**src/rtl/ramp_adc_controller.sv**
```systemverilog
// Ramp ADC sequencer: steps the R2R ladder code from 0 upward and captures the code at the comparator crossing.
// Latency: the result appears one clock after the crossing pulse; worst case is 1 + STEP_CYCLES*(1+2^WIDTH) clocks from start.
// No backpressure: start is ignored while busy, and sample_valid is a one-cycle pulse. Option macro: RAMP_AVG4_EN (four-pass averaging).
module ramp_adc_controller #(
  parameter int unsigned STEP_CYCLES = 16,
  parameter int unsigned WIDTH       = 8
) (
  input  logic             clk,
  input  logic             reset,
  input  logic             start,
  input  logic             continuous,
  input  logic             capture_pulse,
  output logic [WIDTH-1:0] R2R_out,
  output logic [WIDTH-1:0] sample_data,
  output logic             sample_valid,
  output logic             overrange,
  output logic             busy
);

  typedef enum logic [1:0] {
    S_IDLE = 2'd0,
    S_ARM  = 2'd1,
    S_RAMP = 2'd2
  } state_t;

  localparam logic [15:0]      STEP_LAST = 16'(STEP_CYCLES - 1);
  localparam logic [WIDTH-1:0] CODE_MAX  = '1;
  localparam logic [WIDTH-1:0] CODE_ONE  = {{(WIDTH-1){1'b0}}, 1'b1};

  state_t           r_state;
  state_t           w_state_nxt;
  logic [15:0]      r_step;
  logic [WIDTH-1:0] r_code;
  logic [WIDTH-1:0] r_sample_data;
  logic             r_sample_valid;
  logic             r_overrange;

  logic w_step_done;
  logic w_capture;
  logic w_exhaust;
  logic w_pass_done;
  logic w_pass_ovr;
  logic w_result;

  // Step timing and pass termination. A capture always wins over exhaustion,
  // and in either case the reported code is the one currently on the ladder.
  assign w_step_done = (r_step == STEP_LAST);
  assign w_capture   = (r_state == S_RAMP) && capture_pulse;
  assign w_exhaust   = (r_state == S_RAMP) && w_step_done && (r_code == CODE_MAX);
  assign w_pass_done = w_capture || w_exhaust;
  assign w_pass_ovr  = !w_capture;

`ifdef RAMP_AVG4_EN
  logic [1:0]       r_pass;
  logic [WIDTH+1:0] r_acc;
  logic             r_ovr_acc;
  logic [WIDTH+1:0] w_acc_sum;

  assign w_acc_sum = r_acc + {2'b00, r_code};
  assign w_result  = w_pass_done && (r_pass == 2'd3);

  // Accumulate the first three passes; the fourth pass reports and clears.
  always_ff @(posedge clk or negedge reset) begin
    if (!reset) begin
      r_pass    <= 2'd0;
      r_acc     <= '0;
      r_ovr_acc <= 1'b0;
    end else if (w_pass_done) begin
      r_pass <= r_pass + 2'd1;
      if (w_result) begin
        r_acc     <= '0;
        r_ovr_acc <= 1'b0;
      end else begin
        r_acc     <= w_acc_sum;
        r_ovr_acc <= r_ovr_acc | w_pass_ovr;
      end
    end
  end
`else
  assign w_result = w_pass_done;
`endif

  // State register.
  always_ff @(posedge clk or negedge reset) begin
    if (!reset) begin
      r_state <= S_IDLE;
    end else begin
      r_state <= w_state_nxt;
    end
  end

  // Next-state decode and busy output.
  always_comb begin
    w_state_nxt = r_state;
    busy        = 1'b0;
    case (r_state)
      S_IDLE: begin
        if (start || continuous) begin
          w_state_nxt = S_ARM;
        end
      end
      S_ARM: begin
        busy = 1'b1;
        if (w_step_done) begin
          w_state_nxt = S_RAMP;
        end
      end
      S_RAMP: begin
        busy = 1'b1;
        if (w_pass_done) begin
          // An intermediate averaging pass re-arms regardless of continuous.
          if (!w_result || continuous) begin
            w_state_nxt = S_ARM;
          end else begin
            w_state_nxt = S_IDLE;
          end
        end
      end
      default: begin
        w_state_nxt = S_IDLE;
      end
    endcase
  end

  // Step counter: restarts on every state change and at the end of each step.
  always_ff @(posedge clk or negedge reset) begin
    if (!reset) begin
      r_step <= 16'd0;
    end else if ((r_state == S_IDLE) || (w_state_nxt != r_state) || w_step_done) begin
      r_step <= 16'd0;
    end else begin
      r_step <= r_step + 16'd1;
    end
  end

  // Ladder code: zero outside RAMP, advances at each completed step.
  // Exhaustion leaves RAMP before the code could wrap.
  always_ff @(posedge clk or negedge reset) begin
    if (!reset) begin
      r_code <= '0;
    end else if (w_state_nxt != S_RAMP) begin
      r_code <= '0;
    end else if ((r_state == S_RAMP) && w_step_done) begin
      r_code <= r_code + CODE_ONE;
    end
  end

  // Result registers: updated together with the one-cycle valid pulse.
  always_ff @(posedge clk or negedge reset) begin
    if (!reset) begin
      r_sample_data  <= '0;
      r_overrange    <= 1'b0;
      r_sample_valid <= 1'b0;
    end else begin
      r_sample_valid <= w_result;
      if (w_result) begin
`ifdef RAMP_AVG4_EN
        r_sample_data <= w_acc_sum[WIDTH+1:2];
        r_overrange   <= r_ovr_acc | w_pass_ovr;
`else
        r_sample_data <= r_code;
        r_overrange   <= w_pass_ovr;
`endif
      end
    end
  end

  assign R2R_out      = r_code;
  assign sample_data  = r_sample_data;
  assign sample_valid = r_sample_valid;
  assign overrange    = r_overrange;

endmodule

```
**config.mk**
```make
export PLATFORM = sky130hd
export DESIGN_NAME = ramp_adc_controller
export DESIGN_NICKNAME = d
export VERILOG_FILES = /design/src/rtl/ramp_adc_controller.sv
export SDC_FILE = /design/constraint.sdc
export NUM_CORES = 1
export LEC_CHECK = 0
export CAP_MARGIN = 5
export CORE_MARGIN = 2
export CORE_UTILIZATION = 30
export DETAILED_ROUTE_END_ITERATION = 8
export PLACE_DENSITY = 0.52
export SYNTH_ARGS = -nofsm -noshare
export SYNTH_HDL_FRONTEND = slang
export SYNTH_SLANG_ARGS = --single-unit
```
**constraint.sdc**
```tcl
create_clock -name clk -period 2 [get_ports clk]
set_input_delay 0.5 -clock clk [delete_from_list [all_inputs] [get_ports clk]]
set_output_delay 0.5 -clock clk [all_outputs]
set_load 0.02 [all_outputs]
```
==> results by group, run 1 <==
Logic synthesis
  • Number of enable flip-flop cells after synthesis: 0
  • Cell Area, Synth: 1850 um^2
  • Commonest cells in the netlist: 36 x dfrtp_1, 24 x nor2_1, 12 x nand2_1, 12 x nor3_1, 12 x xor2_1
  • Ys Warns: 0
  • Ys async rst share: 100%
  • Synth Area per Inst: 10.5 um^2
  • Yosys top cell by area: dfrtp_1
  • Most common cell in the synthesized netlist: dfrtp_1
  • Syn Nets: 187
  • Cells after Synth: 176
  • Unique masters post-synth: 37
  • Flip-flop and latch count after synthesis: 36
  • Synth top area share: 48.7%
  • Synth top area cells: dfrtp_1 49%, xor2_1 5.7%, mux2_2 4.9%
  • Dominant synthesized flop cell: dfrtp_1
  • Sequential fraction of the synthesis area: 48.7%

Detailed routing
  • Wl on met1: 2.01 mm
  • WL per Instance: 12.9 um
  • DR vias: 1,397
  • Routed wire length: 3.90 mm
  • Uppermost routed layer: met4
  • Routed vias/inst: 4.63
  • WL met3: 103 um
  • DRC: 0
  • Met2 WL: 1.73 mm
  • Drt pass-1 iters: 4
  • Initial DRC count: 36
  • Post-DRT Antenna Nets: 0

Die
  • IO Count: 24
  • Row cnt: 28
  • Core box area: 5960 um^2
  • Initial core utilization: 31.1%
  • Chip width: 82.5 um
  • Die Footprint: 6810 um^2
  • Die Y: 82.5 um

STA
  • Worst-Margin Slew: 0.488 ns
  • Clock skew: 0.00998 ns
  • Setup TNS: 0 ns
  • Fin crit share: 94.2%
  • Max-slew headroom: 67.5%
  • Final Hold Fails: 0
  • # setup viols final: 0
  • RSZ-0062 raised after global routing: false
  • Min cycle time layout: 1.88 ns
  • Fmax: 531 MHz
  • Final hold slack: 0.173 ns
  • Final Max Tran Viols: 0
  • Post-route setup slack: 0.116 ns

Setup path
  • Reg2reg setup slack: 0.12 ns
  • Arr. time, crit path: 1.38 ns
  • Worst setup path category: reg2out
  • CP Data Required Time: 1.50 ns
  • Setup crit end kind: output pin
  • Critical Path Fanout Max: 5
  • Crit start category: flop

Global routing
  • Tot GR Track Use: 12.7%
  • Vias in the first global route: 1,402
  • Gr ovfl total: 0
  • First-pass GRT wire length: 6.55 mm
  • Initial antenna violation count: 0
  • Largest net degree at the start of global routing: 22

Placed design
  • Gpl congestion: 0.765
  • Setup WS pre-CTS: -0.0533 ns
  • Port bufs: 23
  • Hpwl dp: 2.86 mm

Cells and area
  • Layout cells sized above 1: 22.0%
  • Nets: 237
  • Area Growth Syn to Fin: 33.0%
  • Fillers: 600
  • Multi-input gate area: 931 um^2
  • Register area: 901 um^2
  • # diodes: 0

Pwr
  • PwrDens: 748 nW/um^2
  • LEAKAGE: 1.07 nW
  • Worst VDD drop: 0.000351 V

Status
  • Status: complete, no violations

CTS
  • Total CTS buffers: 5
  • Max Root-Sink Buffers: 2
  • TritonCTS Sinks: 36
  • # hold bufs at CTS: 0
  • Worst-Skew Late Latency: 0.28 ns
  • H-tree levels: 2
  • Post-CTS setup buffer count: 0
  • Clock-pin slew on the worst setup and hold paths: 0.07 ns
  • Clock root cell: clkbuf_8
  • CTS tree: built

Hold path
  • Hold Path Class: in2async

Flow run
  • Max cap viols: 0
final timing paths:
path	to	depth (start not counted)	startpoint
max	R2R_out[0]	2	R2R_out[0]$_DFFE_PN0P_
min	r_step[8]$_DFF_PN0_	1	reset
max reg2reg	R2R_out[3]$_DFFE_PN0P_	7	r_state[0]$_DFF_PN0_
min reg2reg	sample_data[3]$_DFFE_PN0P_	1	sample_data[3]$_DFFE_PN0P_
max in group asynchronous	r_step[2]$_DFF_PN0_	2	reset
min in group clk	sample_data[3]$_DFFE_PN0P_	1	sample_data[3]$_DFFE_PN0P_
sequential cells by signal (all words and copies together) (netlist names):
name	flops
r_state	2
R2R_out	8
sample_data	8
r_step	16
sample_valid	1
overrange	1
stage by stage:
step | area [um^2] | std cells | power [mW] | util, %
after floorplan | 1860 | 176 | 1.05 | -
after global placement | 2330 | 294 | 1.25 | 39.2
after detailed placement | 2330 | 294 | 1.24 | 39.2
after CTS | 2440 | 302 | 1.87 | 41.0
after global routing | 2460 | 302 | 1.96 | 41.3
final | 2460 | 302 | 1.84 | 41.3
layout by cell type, fill, tap and decap left out, types with 2 or more instances in the layout:
cell,count
dfrtp_1,36
nor2_1,24
buf_4,24
clkdlybuf4s50_1,21
nand2_1,12
nor3_1,12
xor2_1,12
nand3_1,10
xnor2_1,9
mux2_2,8
nand4_1,6
ha_1,6
inv_1,5
clkbuf_8,5
nor4_4,2
and4_1,2
nor2b_1,2
and3_1,2
o211ai_1,2
a21oi_1,2
critical path, cell delays in order (launching register included):
cell,delay [ns]
dfrtp_1,0.36
buf_4,0.14
clkdlybuf4s50_1,0.60
cell type report:
| cell class | instances | area share [%] |
|---|---|---|
| multi-input cells | 130 | 37.8 |
| flip-flops and latches | 36 | 36.6 |
| repair buffers | 47 | 16.4 |
| well taps | 75 | 3.81 |
| clock buffers | 6 | 2.95 |
| clock inverters | 2 | 1.42 |
| inverters | 6 | 0.916 |
power breakdown:
| group | internal (mW) | switching (mW) |
|---|---|---|
| combinational | 0.170 | 0.267 |
| clock | 0.370 | 0.254 |
| sequential | 0.759 | 0.0223 |
layer usage:
| metal | global-route usage [%] | up-vias |
|---|---|---|
| li1 | - | 720 |
| met5 | 0 | - |
| met1 | 17.4 | 653 |
| met2 | 19.4 | 19 |
| met4 | 4.92 | 0 |
| met3 | 3.26 | 5 |
timing repair:
item                                    CTS  global route
pin swaps                                 0             5
endpoints found under the setup margin    1            17
endpoints found under the hold margin     0             0
resized for setup                         1             3
kinds of logic after synthesis:
| logic type | after synthesis | synth area share (%) |
|---|---|---|
| muxes | 9 | 5.41 |
| DFF | 36 | 48.7 |
| and+or+nand+nor | 83 | 25.2 |
| xor gates and xnor gates | 21 | 9.95 |
| adders and majority gates | 6 | 4.06 |
| AOI/OAI and AO/OA | 11 | 4.26 |
| buffers and inverters | 10 | 2.44 |
Power figures use the tool's default switching activity.
==> run 2: changes to the inputs <==
--- a/config.mk
+++ b/config.mk
@@ -6,10 +6,12 @@
 export NUM_CORES = 1
 export LEC_CHECK = 0
 export CAP_MARGIN = 5
+export CELL_PAD_IN_SITES_DETAIL_PLACEMENT = 1
+export CELL_PAD_IN_SITES_GLOBAL_PLACEMENT = 1
 export CORE_MARGIN = 2
 export CORE_UTILIZATION = 30
 export DETAILED_ROUTE_END_ITERATION = 8
-export PLACE_DENSITY = 0.52
+export PLACE_DENSITY = 0.63
 export SYNTH_ARGS = -nofsm -noshare
 export SYNTH_HDL_FRONTEND = slang
 export SYNTH_SLANG_ARGS = --single-unit
==> run 2 against run 1 <==
Combinational power grew 15%. Flip-flop and latch count unchanged. Clock-buffer cell count unchanged. Global-route usage increased by 2.4 points. Final cell count rose by 0.66%. Fmax fell by 2.2%. First-iteration DRC count up 28%. Die area is the same. Utilization is 0.59 points higher. Critical path type is now reg2reg.
==> results by group, run 2 (synthesis gave the netlist of run 1 again) <==
Cells and area
  • Final Cell Area: 2490 um^2 (+1.4%)
  • Post-Layout Cell Count: 304 (+0.66%)
  • Layout cells sized above 1: 23.6% (+1.6 points)
  • # diodes: 0 (unchanged)
  • Max reg flops: 16 (unchanged)
  • Nets: 239 (+0.84%)
  • Fillers: 707 (+18%)
  • Top reg by flops: r_step
  • Commonest non-fill, non-tap cell in the layout: dfrtp_1
  • Most frequent cells in the layout: 36 x dfrtp_1, 24 x nor2_1, 24 x buf_4, 20 x clkdlybuf4s50_1
  • Area Growth Syn to Fin: 34.9%

Setup path
  • Arr. time, crit path: 2.10 ns (+0.72 ns)
  • CP Data Required Time: 2.17 ns (+0.67 ns)
  • Setup crit end kind: flop
  • Crit start category: flop
  • Critical Path Fanout Max: 9 (+4)
  • Worst setup path category: reg2reg
  • R2R depth: 6 (-1)

Global routing
  • Largest net degree at the start of global routing: 37 (+68%)
  • First-pass GRT wire length: 7.78 mm (+19%)
  • Gr ovfl total: 0 (unchanged)
  • Vias in the first global route: 1,585 (+13%)
  • Tot GR Track Use: 15.1% (+2.4 points)
  • Initial antenna violation count: 0 (unchanged)

Placed design
  • Port bufs: 23 (unchanged)
  • # placed instances: 293 (-0.34%)
  • Gpl congestion: 0.726 (-5.0%)
  • Post-DP Area: 2340 um^2 (+0.21%)
  • Hpwl dp: 3.19 mm (+12%)
  • Setup WS pre-CTS: -0.0765 ns (-0.0232 ns)

STA
  • Final Max Tran Viols: 0 (unchanged)
  • Max-slew headroom: 68.9% (+1.4 points)
  • Fmax: 519 MHz (-2.2%)
  • # setup viols final: 0 (unchanged)
  • Post-route setup slack: 0.0743 ns (-0.0421 ns)
  • Final Hold Fails: 0 (unchanged)
  • Fin crit share: 96.3% (+2.1 points)
  • Min cycle time layout: 1.93 ns (+0.0421 ns)
  • Worst-Margin Slew: 0.466 ns (-0.0217 ns)
  • Final hold slack: 0.248 ns (+0.0753 ns)
  • Clock skew: 0.00908 ns (-0.000897 ns)
  • RSZ-0062 raised after global routing: true

Detailed routing
  • Routed wire length: 4.50 mm (+15%)
  • WL per Instance: 14.8 um (+15%)
  • Initial DRC count: 46 (+28%)
  • Drt pass-1 iters: 4 (unchanged)
  • Post-DRT Antenna Nets: 0 (unchanged)
  • DR vias: 1,494 (+6.9%)
  • Routed vias/inst: 4.91 (+6.2%)
  • DRC: 0 (unchanged)

Die
  • IO Count: 24 (unchanged)
  • Chip width: 82.5 um (unchanged)
  • Die Y: 82.5 um (unchanged)
  • Die Footprint: 6810 um^2 (unchanged)
  • Initial core utilization: 31.1% (unchanged)
  • Core box area: 5960 um^2 (unchanged)
  • Row cnt: 28 (unchanged)

CTS
  • Clock root cell: clkbuf_8
  • Total CTS buffers: 5 (unchanged)
  • Clock-pin slew on the worst setup and hold paths: 0.08 ns (about the same)
  • Max Root-Sink Buffers: 2 (unchanged)
  • H-tree levels: 2 (unchanged)
  • TritonCTS Sinks: 36 (unchanged)
  • CTS tree: built
  • Worst-Skew Late Latency: 0.29 ns (about the same)

Status
  • Status: complete, no violations

Pwr
  • Final Power: 1.82 mW (-1.0%)
  • LEAKAGE: 1.11 nW (+3.4%)
  • Worst VDD drop: 0.000506 V (+44%)
  • PwrDens: 730 nW/um^2 (-2.4%)

Hold path
  • Hold Path Class: in2async

Flow run
  • Max cap viols: 0 (unchanged)
-- run 2: repair_timing --
action,CTS,global route
endpoints found under the setup margin,9,35
hold endpoints to repair,0,0
resized for setup,2,4
buffers inserted,0,3
hold buffers,0,0
gates cloned,0,0
pin swaps,0,4
-- run 2: layer usage --
layer / vias up / track usage (%) / part of all wire, %
li1: 720 / - / -
met1: 747 / 20.4 / 48
met2: 21 / 24.3 / 48
met3: 6 / 2.72 / 2.2
met4: 0 / 5.41 / 1.6
met5: - / 0 / 0
-- run 2: final timing paths --
| path | from | endpoint | slack, ns |
|---|---|---|---|
| max in group asynchronous | reset | R2R_out[0]$_DFFE_PN0P_ | 1.43 |
| min reg2reg | sample_data[5]$_DFFE_PN0P_ | sample_data[5]$_DFFE_PN0P_ | 0.51 |
| max reg2reg | r_step[7]$_DFF_PN0_ | R2R_out[2]$_DFFE_PN0P_ | 0.07 |
| min in group clk | sample_data[5]$_DFFE_PN0P_ | sample_data[5]$_DFFE_PN0P_ | 0.51 |
| max | r_step[7]$_DFF_PN0_ | R2R_out[2]$_DFFE_PN0P_ | 0.07 |
| min | reset | sample_valid$_DFF_PN0_ | 0.25 |
-- run 2: per-stage QoR --
stage	TNS, ns	util, %
CTS	0	40.9
global route	-0.00416	41.9
global placement	-0.0741	39.3
finish	0	41.9
detailed placement	-1.12	39.3
floorplan	0	-
-- run 2: layout make-up --
class	instances	area, um^2	area share (%)
multi-input cells	130	938	37.6
repair buffers	49	447	17.9
well taps	75	93.8	3.76
inverters	6	22.5	0.903
flip-flops and latches	36	901	36.1
clock buffers	6	82.6	3.31
clock inverters	2	10.0	0.401
-- run 2: power by group --
| part | switching, mW | internal [mW] |
|---|---|---|
| sequential | 0.0236 | 0.759 |
| combinational | 0.296 | 0.206 |
| clock | 0.263 | 0.275 |
| total | 0.582 | 1.24 |
-- run 2: critical path: stages, from the launching register on --
cell and delay [ns]:
dfrtp_1 0.43, nor4_4 0.34, buf_4 0.18, nand4_4 0.12, or4_4 0.52, nand3_4 0.16, nor3_1 0.08
==> run 3: changes to the inputs <==
--- a/config.mk
+++ b/config.mk
@@ -5,9 +5,10 @@
 export SDC_FILE = /design/constraint.sdc
 export NUM_CORES = 1
 export LEC_CHECK = 0
-export CAP_MARGIN = 5
+export CAP_MARGIN = 40
 export CELL_PAD_IN_SITES_DETAIL_PLACEMENT = 1
 export CELL_PAD_IN_SITES_GLOBAL_PLACEMENT = 1
+export CORE_ASPECT_RATIO = 2
 export CORE_MARGIN = 2
 export CORE_UTILIZATION = 30
 export DETAILED_ROUTE_END_ITERATION = 8
==> run 3 against run 2 <==
Design area is 5.3% higher. Non-clock buffer count rose by 9. Final cell count shrank 0.99%. Critical path depth up 1. Clock skew shrank 0.0058 ns. Clock power increased by 50%. Sequential share of layout area decreased by 1.8 points. Power is 17% higher. Wire length is 7.0% higher. Sequential power rose by 0.8%. Largest cell class unchanged. Highest routed layer unchanged.
==> results by group, run 3 (synthesis gave the netlist of run 1 again) <==
Status
  • Status: complete, no violations

CTS
  • CTS tree: built
  • TritonCTS Sinks: 36 (unchanged)
  • Clock root cell: clkbuf_16
  • H-tree levels: 2 (unchanged)
  • # hold bufs at CTS: 0 (unchanged)
  • Clock-pin slew on the worst setup and hold paths: 0.06 ns (-0.02 ns)
  • Max Root-Sink Buffers: 2 (unchanged)
  • Worst-Skew Late Latency: 0.29 ns (about the same)
  • Total CTS buffers: 5 (unchanged)

Cells and area
  • # diodes: 0 (unchanged)
  • Commonest non-fill, non-tap cell in the layout: dfrtp_1
  • Final Cell Area: 2630 um^2 (+5.3%)
  • Top reg by flops: r_step
  • Fillers: 690 (-2.4%)
  • Nets: 248 (+3.8%)
  • Layout cells sized above 1: 28.6% (+5.0 points)
  • Max reg flops: 16 (unchanged)
  • Final core occ: 43.8% (+1.9 points)
  • Area Growth Syn to Fin: 42.1%
  • Most frequent cells in the layout: 36 x dfrtp_1, 31 x buf_4, 24 x nor2_1, 21 x clkdlybuf4s50_1
  • Post-Layout Cell Count: 301 (-0.99%)

STA
  • Fin crit share: 97.7% (+1.4 points)
  • Setup TNS: 0 ns (unchanged)
  • Max-slew headroom: 68.0% (-0.97 points)
  • Final Hold Fails: 0 (unchanged)
  • Final hold slack: 0.246 ns (-0.00200 ns)
  • Min cycle time layout: 1.95 ns (+0.0276 ns)
  • Fmax: 512 MHz (-1.4%)
  • Final Max Tran Viols: 0 (unchanged)
  • Worst-Margin Slew: 0.481 ns (+0.0146 ns)
  • # setup viols final: 0 (unchanged)
  • Post-route setup slack: 0.0466 ns (-0.0276 ns)
  • Clock skew: 0.00326 ns (-0.00582 ns)
  • RSZ-0062 raised after global routing: true

Placed design
  • Port bufs: 23 (unchanged)
  • Setup WS pre-CTS: -0.0531 ns (+0.0234 ns)
  • Gpl congestion: 0.776 (+6.8%)
  • Post-DP Area: 2410 um^2 (+2.9%)
  • # placed instances: 292 (-0.34%)
  • Hpwl dp: 3.50 mm (+9.6%)

Global routing
  • Met2 Use GR: 27.3% (+3.0 points)
  • GR Layer Usage met1: 17.5% (-2.9 points)
  • Layer with the highest usage: met2
  • Initial antenna violation count: 0 (unchanged)
  • Met3 Use GR: 4.05% (+1.3 points)
  • Gr ovfl total: 0 (unchanged)
  • Tot GR Track Use: 16.0% (+0.95 points)
  • Largest net degree at the start of global routing: 37 (unchanged)
  • First-pass GRT wire length: 8.04 mm (+3.3%)
  • Vias in the first global route: 1,635 (+3.2%)

Die
  • IO Count: 24 (unchanged)
  • Chip width: 59.5 um (-28%)
  • Core box area: 6010 um^2 (+0.84%)
  • Die Y: 115 um (+39%)
  • Die Footprint: 6850 um^2 (+0.56%)
  • Row cnt: 40 (+43%)
  • Initial core utilization: 30.8% (-0.26 points)

Pwr
  • Final Power: 2.13 mW (+17%)
  • PwrDens: 812 nW/um^2 (+11%)
  • LEAKAGE: 1.15 nW (+4.1%)
  • Worst VDD drop: 0.000395 V (-22%)

Setup path
  • Crit start category: flop
  • Reg2reg setup slack: 0.05 ns (-0.03 ns)
  • Slowest CP cell: or4_4
  • Arr. time, crit path: 2.12 ns (+0.02 ns)
  • R2R depth: 7 (+1)
  • Critical Path Fanout Max: 9 (unchanged)
  • Critical Path Source: r_state[0]$_DFF_PN0_
  • CP Data Required Time: 2.17 ns (about the same)
  • CP max stage delay: 0.53 ns (about the same)
  • Worst Setup EP: R2R_out[3]$_DFFE_PN0P_
  • Worst setup path category: reg2reg
  • Setup crit end kind: flop
  • Worst R2R End: R2R_out[3]$_DFFE_PN0P_
  • CP cell instances: inv_2 > ha_2 > and4_4 > nand4_4 > or4_4 > nand3_4 > nor3_1
  • Worst R2R Start: r_state[0]$_DFF_PN0_

Detailed routing
  • WL per Instance: 16.0 um (+8.0%)
  • DRC: 0 (unchanged)
  • Routed vias/inst: 5.07 (+3.2%)
  • Routed wire length: 4.81 mm (+7.0%)
  • Post-DRT Antenna Nets: 0 (unchanged)
  • DR vias: 1,527 (+2.2%)
  • Initial DRC count: 32 (-30%)
  • Drt pass-1 iters: 4 (unchanged)

Hold path
  • Hold Path Class: in2async

Flow run
  • Max cap viols: 0 (unchanged)
run 3: critical path: cells and delay by family, from the launching register on:
family / cells / cell delay, ns
flops: 1 / 0.40
buf+inv: 1 / 0.07
fa+ha+maj: 1 / 0.18
simple gates: 5 / 1.18
run 3: repair_timing:
item | CTS | global route
setup buffers | 0 | 1
endpoints found under the setup margin | 7 | 35
pin swaps | 0 | 2
gates cloned | 0 | 0
resized for setup | 3 | 12
run 3: per-layer routing:
layer,part of all wire [%],wire (um),vias to the layer above
met2,55,2670,22
met3,2.3,113,9
li1,-,-,735
met1,39,1870,761
met5,0,0,-
met4,3.4,163,0
run 3: layout make-up:
cell class                      count  area [um^2]  area share (%)
Clock buffer                        7          143            5.43
Clock inverter                      1         7.51           0.286
Inverter                            6         22.5           0.857
Multi-Input combinational cell    130          963            36.7
Sequential cell                    36          901            34.3
Tap cell                           63         78.8            3.00
Timing Repair Buffer               58          512            19.5
run 3: worst min path at each step:
stage                                from  depth (start not counted)                         end
2_1_floorplan                       reset                          0      R2R_out[0]$_DFFE_PN0P_
3_3_place_gp   sample_data[5]$_DFFE_PN0P_                          1  sample_data[5]$_DFFE_PN0P_
3_5_place_dp   sample_data[5]$_DFFE_PN0P_                          1  sample_data[5]$_DFFE_PN0P_
4_1_cts                             reset                          2        r_step[14]$_DFF_PN0_
5_1_grt                             reset                          2         r_step[1]$_DFF_PN0_
6_report                            reset                          2        r_step[11]$_DFF_PN0_
run 3: where the power goes:
| group | total, mW | switching [mW] | internal, mW | leakage [nW] |
|---|---|---|---|---|
| combinational | 0.538 | 0.311 | 0.227 | 0.588 |
| sequential | 0.788 | 0.0280 | 0.760 | 0.493 |
| clock | 0.806 | 0.310 | 0.496 | 0.0701 |
